### src/rtl/mem_port_arbiter_pkg.sv
// Shared types for the imem/dmem backing-port arbiter.
// Covers the arbiter FSM states, the captured request record and the word-align helper.
package mem_port_arbiter_pkg;

  localparam int ARB_ADDR_W = 32;
  localparam int ARB_DATA_W = 32;
  localparam int ARB_MASK_W = ARB_DATA_W / 8;

  typedef enum logic [2:0] {
    IDLE    = 3'd0,
    ISSUE_I = 3'd1,
    ISSUE_D = 3'd2,
    WAIT_I  = 3'd3,
    WAIT_D  = 3'd4
  } arb_state_t;

  typedef struct packed {
    logic [ARB_ADDR_W-1:0] addr;
    logic [ARB_MASK_W-1:0] rmask;
    logic [ARB_MASK_W-1:0] wmask;
    logic [ARB_DATA_W-1:0] wdata;
  } mem_req_t;

  function automatic logic [ARB_ADDR_W-1:0] word_align(input logic [ARB_ADDR_W-1:0] a);
    return {a[ARB_ADDR_W-1:2], 2'b00};
  endfunction

endpackage

### src/rtl/mem_port_arbiter_capture.sv
// One request capture slot per CPU port, plus its overrun checker.
// pend/pend_req present either the held slot or the request arriving this cycle.
module mem_req_capture
  import mem_port_arbiter_pkg::*;
(
  input  logic     clk,
  input  logic     rst_n,
  input  mem_req_t req,
  input  logic     clear,
  output logic     pend,
  output mem_req_t pend_req
);

  logic     valid_r;
  mem_req_t slot_r;
  mem_req_t in_s;
  logic     req_s;

  assign req_s = (req.rmask != '0) || (req.wmask != '0);

  // a read mask suppresses any simultaneous write mask
  always_comb begin
    in_s = req;
    if (req.rmask != '0) begin
      in_s.wmask = '0;
    end else begin
      in_s.wmask = req.wmask;
    end
  end

  // slot frees on clear; a same-edge request refills it
  always_ff @(posedge clk or negedge rst_n) begin
    if (!rst_n) begin
      valid_r <= 1'b0;
      slot_r  <= '0;
    end else if (req_s && (!valid_r || clear)) begin
      valid_r <= 1'b1;
      slot_r  <= in_s;
    end else if (clear) begin
      valid_r <= 1'b0;
    end else begin
      valid_r <= valid_r;
    end
  end

  assign pend     = valid_r || req_s;
  assign pend_req = valid_r ? slot_r : in_s;

  mem_req_capture_chk u_chk (
    .clk   (clk),
    .rst_n (rst_n),
    .req   (req_s),
    .valid (valid_r),
    .clear (clear)
  );

endmodule

// Flags a request presented while the slot is still occupied.
module mem_req_capture_chk (
  input logic clk,
  input logic rst_n,
  input logic req,
  input logic valid,
  input logic clear
);

  a_no_overrun: assert property (@(posedge clk) disable iff (!rst_n) !(req && valid && !clear));

endmodule

### src/rtl/mem_port_arbiter.sv
// Shares one backing-memory port between CPU fetch (imem) and data (dmem) ports.
// One transaction in flight at a time; registered one-cycle resp back to the owner.
module mem_port_arbiter
  import mem_port_arbiter_pkg::*;
#(
  parameter int ADDR_W = ARB_ADDR_W,
  parameter int DATA_W = ARB_DATA_W,
  parameter bit RR_EN  = 1'b1
) (
  input  logic                clk,
  input  logic                rst_n,
  input  logic [ADDR_W-1:0]   imem_addr,
  input  logic [DATA_W/8-1:0] imem_rmask,
  output logic [DATA_W-1:0]   imem_rdata,
  output logic                imem_resp,
  output logic                imem_busy,
  input  logic [ADDR_W-1:0]   dmem_addr,
  input  logic [DATA_W/8-1:0] dmem_rmask,
  input  logic [DATA_W/8-1:0] dmem_wmask,
  input  logic [DATA_W-1:0]   dmem_wdata,
  output logic [DATA_W-1:0]   dmem_rdata,
  output logic                dmem_resp,
  output logic                dmem_busy,
  output logic [ADDR_W-1:0]   mem_addr,
  output logic [DATA_W/8-1:0] mem_rmask,
  output logic [DATA_W/8-1:0] mem_wmask,
  output logic [DATA_W-1:0]   mem_wdata,
  input  logic [DATA_W-1:0]   mem_rdata,
  input  logic                mem_resp
);

  arb_state_t state_r, state_s;
  mem_req_t   i_in_s, d_in_s, i_req_s, d_req_s, cmd_s, cmd_r;
  logic       i_pend_s, d_pend_s, i_clear_s, d_clear_s;
  logic       grant_d_s, last_d_r, last_d_s;
  logic       i_resp_r, d_resp_r;
  logic [DATA_W-1:0] i_rdata_r, d_rdata_r;

  assign i_in_s = '{addr: imem_addr, rmask: imem_rmask, wmask: '0, wdata: '0};
  assign d_in_s = '{addr: dmem_addr, rmask: dmem_rmask, wmask: dmem_wmask, wdata: dmem_wdata};

  mem_req_capture u_icap (.clk(clk), .rst_n(rst_n), .req(i_in_s), .clear(i_clear_s),
                          .pend(i_pend_s), .pend_req(i_req_s));
  mem_req_capture u_dcap (.clk(clk), .rst_n(rst_n), .req(d_in_s), .clear(d_clear_s),
                          .pend(d_pend_s), .pend_req(d_req_s));

  assign i_clear_s = (state_r == WAIT_I) && mem_resp;
  assign d_clear_s = (state_r == WAIT_D) && mem_resp;

  // contention: alternate against the last grant, or dmem priority when RR is off
  always_comb begin
    if (i_pend_s && d_pend_s) begin
      if (RR_EN) begin
        grant_d_s = !last_d_r;
      end else begin
        grant_d_s = 1'b1;
      end
    end else begin
      grant_d_s = d_pend_s;
    end
  end

  // next state and the command to register on leaving IDLE
  always_comb begin
    state_s  = state_r;
    cmd_s    = '0;
    last_d_s = last_d_r;
    case (state_r)
      IDLE: begin
        if (i_pend_s || d_pend_s) begin
          state_s    = grant_d_s ? ISSUE_D : ISSUE_I;
          cmd_s      = grant_d_s ? d_req_s : i_req_s;
          cmd_s.addr = word_align(cmd_s.addr);
          last_d_s   = grant_d_s;
        end else begin
          state_s = IDLE;
        end
      end
      ISSUE_I: state_s = WAIT_I;
      ISSUE_D: state_s = WAIT_D;
      WAIT_I: begin
        if (mem_resp) begin
          state_s = IDLE;
        end else begin
          state_s = WAIT_I;
        end
      end
      WAIT_D: begin
        if (mem_resp) begin
          state_s = IDLE;
        end else begin
          state_s = WAIT_D;
        end
      end
      default: state_s = IDLE;
    endcase
  end

  // FSM, grant history and one-cycle command register
  always_ff @(posedge clk or negedge rst_n) begin
    if (!rst_n) begin
      state_r  <= IDLE;
      last_d_r <= 1'b1;
      cmd_r    <= '0;
    end else begin
      state_r  <= state_s;
      last_d_r <= last_d_s;
      cmd_r    <= cmd_s;
    end
  end

  // completion pulses; write completions return zero data
  always_ff @(posedge clk or negedge rst_n) begin
    if (!rst_n) begin
      i_resp_r  <= 1'b0;
      d_resp_r  <= 1'b0;
      i_rdata_r <= '0;
      d_rdata_r <= '0;
    end else begin
      i_resp_r  <= i_clear_s;
      d_resp_r  <= d_clear_s;
      i_rdata_r <= i_clear_s ? mem_rdata : '0;
      d_rdata_r <= (d_clear_s && (d_req_s.wmask == '0)) ? mem_rdata : '0;
    end
  end

  assign imem_busy  = i_pend_s;
  assign dmem_busy  = d_pend_s;
  assign imem_resp  = i_resp_r;
  assign dmem_resp  = d_resp_r;
  assign imem_rdata = i_rdata_r;
  assign dmem_rdata = d_rdata_r;
  assign mem_addr   = cmd_r.addr;
  assign mem_rmask  = cmd_r.rmask;
  assign mem_wmask  = cmd_r.wmask;
  assign mem_wdata  = cmd_r.wdata;

endmodule

### config.mk
export PLATFORM = sky130hd
export DESIGN_NAME = mem_port_arbiter
export DESIGN_NICKNAME = d
export VERILOG_FILES = /design/src/rtl/mem_port_arbiter_pkg.sv /design/src/rtl/mem_port_arbiter_capture.sv /design/src/rtl/mem_port_arbiter.sv
export SDC_FILE = /design/constraint.sdc
export NUM_CORES = 1
export LEC_CHECK = 0
export ABC_AREA = 1
export CAP_MARGIN = 20
export CELL_PAD_IN_SITES_DETAIL_PLACEMENT = 0
export CELL_PAD_IN_SITES_GLOBAL_PLACEMENT = 1
export CORE_AREA = 5 5 184 186
export CTS_CLUSTER_SIZE = 40
export DETAILED_ROUTE_END_ITERATION = 12
export DIE_AREA = 0 0 189 191
export GPL_TIMING_DRIVEN = 0
export PLACE_DENSITY = 0.75
export SETUP_SLACK_MARGIN = 0.15
export SYNTH_ARGS = -nofsm -noshare
export SYNTH_HDL_FRONTEND = slang
export SYNTH_SLANG_ARGS = --single-unit
### constraint.sdc
create_clock -name clk -period 1.48 [get_ports clk]
set_input_delay 0.296 -clock clk [delete_from_list [all_inputs] [get_ports clk]]
set_output_delay 0.296 -clock clk [all_outputs]
set_load 0.05 [all_outputs]
==> impl_metrics.env <==
export IMPL_synth_seq_area_share=0.608
export IMPL_synth_top_family_by_area="simple AND/OR/NAND/NOR gates"
export IMPL_synth_area_leaders="dfrtp_1, nand2_1, nor2_1"
export IMPL_grt_pass1_vias=9135
export IMPL_powerDensity_nw_per_um2=1920
export IMPL_min_path_type="input pin to flop"
export IMPL_cpPeakStageDelay_ps=370
export IMPL_critPathRequiredTime_ps=1960
export IMPL_min_period_ps=1750
export IMPL_cts_root_buf="clkbuf_16"
export IMPL_cts_tree="yes"
export IMPL_clkSlewWorstSetupHoldPaths_ps=60
export IMPL_rsz0062_at_grt="yes"
export IMPL_drtIter0Drc=415
export IMPL_synth_compound_area_frac=0.0396
export IMPL_irDropWorstVdd_mv=1.06
export IMPL_swShare=0.390
export IMPL_synth_warning_count=0
export IMPL_num_rows=66
export IMPL_core_sq_um=32100
export IMPL_drt_first_pass_iters=5
export IMPL_drive_gt1_frac=0.404
export IMPL_start_kind="flop"
export IMPL_nFillCells=2808
export IMPL_muxShareOfSynthArea=0.0326
export IMPL_grt_start_max_net_pins=100
export IMPL_slew_headroom=0.629
export IMPL_slowest_stage="dfrtp_1"
export IMPL_syn_to_final_growth_pct=74.2
export IMPL_cpMostUsedCell="buf_6"
export IMPL_routed_wl_um=35500
export IMPL_die_y_um=191
export IMPL_cp_cell_sequence="buf_6 > nand3b_1 > buf_6 > nand2_8 > nand2_8 > nor2_4 > buf_6 > buf_8 > buf_12 > buf_16 > nand2_2 > nand2_2"
export IMPL_post_drt_wl_per_cell_um=18.1
export IMPL_antenna_found_initial=8
export IMPL_place_congestion=0.797
export IMPL_seqPwrFrac=0.306
export IMPL_power_switching_mw=13.2
export IMPL_boundaryPins=283
export IMPL_avgSynthCellArea_sq_um=8.94
export IMPL_critical_path_class="flop to flop"
export IMPL_cts_buffers=29
export IMPL_antenna_left=0
export IMPL_numPortBuffers=276
export IMPL_synthAdderAreaFrac=0
export IMPL_post_place_ws_ps=-1000
export IMPL_critPathArrivalTime_ps=2230
export IMPL_fp_dieArea_sq_um=36100
export IMPL_slew_violations=0
export IMPL_grt_ovfl_total=0
export IMPL_synth_cell_types=29
export IMPL_synth_xor_area_frac=0
export IMPL_endpoint_kind="flop"
export IMPL_start_util=0.315
export IMPL_multi_input_area_sq_um=4630
export IMPL_hold_viol=0
export IMPL_period_share=1.18
export IMPL_p_comb_frac=0.473
export IMPL_worst_slew_pin_slew_ps=557
export IMPL_dr_total_vias=9170
export IMPL_nets=1668
export IMPL_route_detailed_drc=0
export IMPL_grt_pass1_wl_um=53000
export IMPL_cts_buffer_depth=3
export IMPL_insertion_delay_ps=540
export IMPL_power_total_mw=33.8
export IMPL_cp_max_fo=5
export IMPL_fin_ws_ps=-269
export IMPL_hold_ws_ps=144
export IMPL_synthesis_instances=1133
export IMPL_instances_no_fill=1957
export IMPL_crit_buf_inv=6
export IMPL_yosysTopAreaCell="dfrtp_1"
export IMPL_htree_levels=1
export IMPL_p_int_mw=20.6
export IMPL_yosys_register_bits=246
export IMPL_finClkSkew_ps=15.5
export IMPL_power_leakage_nw=8.96
export IMPL_grt_usage=0.185
export IMPL_violations="setup timing"
export IMPL_clock_sinks=246
export IMPL_synth_top_area_frac=0.605
export IMPL_place_inst=1820
export IMPL_syn_area_sq_um=10100
export IMPL_max_freq_ghz=0.572
export IMPL_outcome="finished with violations"
export IMPL_utilization=0.549
export IMPL_cp_top_family="buffers and inverters"
export IMPL_clkPwrFrac=0.221
export IMPL_synth_simple_area_share=0.257
export IMPL_seq_area_sq_um=6160
export IMPL_setup_viol=211
export IMPL_hpwl_um=23700
export IMPL_drv_cap=0
export IMPL_viasPerCell=4.69
export IMPL_die_width_um=189
## worst register-to-register path, delay by kind of cell (launching register included)
kind	cells	cell delay, ps
buffers and inverters	6	750
DFF	1	370
and+or+nand+nor	6	570
## cells in the mapped netlist
cell        n
nand2_4     1
nand4_1    30
nand4_2     1
nor2_2      2
o21ai_0    73
conb_1      1
buf_4       6
inv_2       4
mux2i_1    33
clkbuf_1   27
nor2_8      1
nand2_1   391
nor2_4      1
dfrtp_1   245
nand3_1    79
buf_2      30
dfstp_2     1
nand3b_1    1
nand2_2     3
o211ai_1    1
buf_6       2
nor3b_1     1
nor2_1    111
a21oi_1     4
o21ai_2     1
nor3_2      1
inv_1      75
buf_1       6
nand2_8     1
## what timing repair did
action / CTS / global route
gates resized for setup: 1235 / 338
setup endpoints to repair: 360 / 377
setup buffers: 22 / 35
endpoints found under the hold margin: 50 / 0
pin swaps: 30 / 18
hold buffers: 1 / 0
cloned: 14 / 12
## metrics by stage
| stage | setup TNS (ps) | cell area (sq um) |
|---|---|---|
| after floorplan | -26520 | 10200 |
| after global placement | -2762820 | 13500 |
| after detailed placement | -138860 | 13600 |
| after CTS | -19220 | 16100 |
| after global routing | -43980 | 17600 |
| final | -27530 | 17700 |
## cells in the final DEF (no fill, tap or decap), drive strengths merged
cell type	netlist	layout
a21oi	4	4
buf	44	266
bufinv	0	4
clkbuf	27	66
clkdlybuf4s50	0	130
clkinv	0	7
clkinvlp	0	2
conb	1	2
dfrtp	245	245
dfstp	1	1
diode	0	2
dlygate4sd2	0	4
dlygate4sd3	0	1
dlymetal6s2s	0	3
inv	79	78
mux2i	33	33
nand2	396	398
nand3	79	79
nand3b	1	1
nand4	31	31
nor2	115	115
nor3	1	1
nor3b	1	1
o211ai	1	1
o21ai	74	74
## sequential cells by signal (all words and copies together), names as in the netlist
register / flops
u_dcap.slot_r: 70
last_d_r: 1
dmem_rdata: 32
u_icap.slot_r: 34
state_r: 3
mem_wdata: 32
imem_resp: 1
imem_rdata: 32
mem_wmask: 4
mem_addr: 30
u_dcap.valid_r: 1
u_icap.valid_r: 1
dmem_resp: 1
mem_rmask: 4
## final cells by class
cell class / instances / share of cell area
inverter: 79 / 0.0189
timing repair buffer: 360 / 0.241
tap: 408 / 0.0289
multi-input combinational: 740 / 0.262
buffer: 69 / 0.0423
antenna: 2 / 0.000284
clock buffer: 41 / 0.0476
sequential: 246 / 0.349
clock inverter: 12 / 0.00957
## routing by layer
metal / share of wire / vias up / track usage / wire length (um)
met1: 0.41 / 4420 / 0.241 / 14600
met4: 0.016 / 14 / 0.0322 / 577
met2: 0.49 / 315 / 0.315 / 17600
li1: - / 4364 / - / -
met3: 0.074 / 57 / 0.0513 / 2640
met5: 0.0024 / - / 0 / 86
## path summary, 6_finish.rpt
kind                       cells after the start                          start                             to  slack (ps)
max                                           12     u_icap.valid_r$_DFFE_PN0P_         mem_addr[25]$_DFF_PN0_        -270
max reg2reg                                   12     u_icap.valid_r$_DFFE_PN0P_         mem_addr[25]$_DFF_PN0_        -270
min reg2reg                                    2  u_dcap.slot_r[25]$_DFFE_PN0P_  u_dcap.slot_r[25]$_DFFE_PN0P_         480
max in group asynchronous                      3                          rst_n  u_dcap.slot_r[67]$_DFFE_PN0P_         330
min in group asynchronous                      2                          rst_n       dmem_rdata[22]$_DFF_PN0_         280
min                                            3                  dmem_wmask[3]  u_dcap.slot_r[35]$_DFFE_PN0P_         140
## power groups by stage
stage / Clock, mW / Sequential (mW) / Combinational [mW]
floorplan: 0 / 12.2 / 4.46
global placement: 0 / 9.91 / 10.3
detailed placement: 0 / 9.95 / 10.5
CTS: 7.64 / 10.1 / 13.6
global route: 7.96 / 10.6 / 17.1
finish: 7.47 / 10.4 / 16.0
## cell families after synthesis
| family | Yosys count |
|---|---|
| AO/OA/AOI/OAI | 79 |
| other | 1 |
| multiplexers | 33 |
| AND/OR/NAND/NOR | 624 |
| flip-flops | 246 |
| buffers and inverters | 150 |
(Power assumes the default switching activity.)
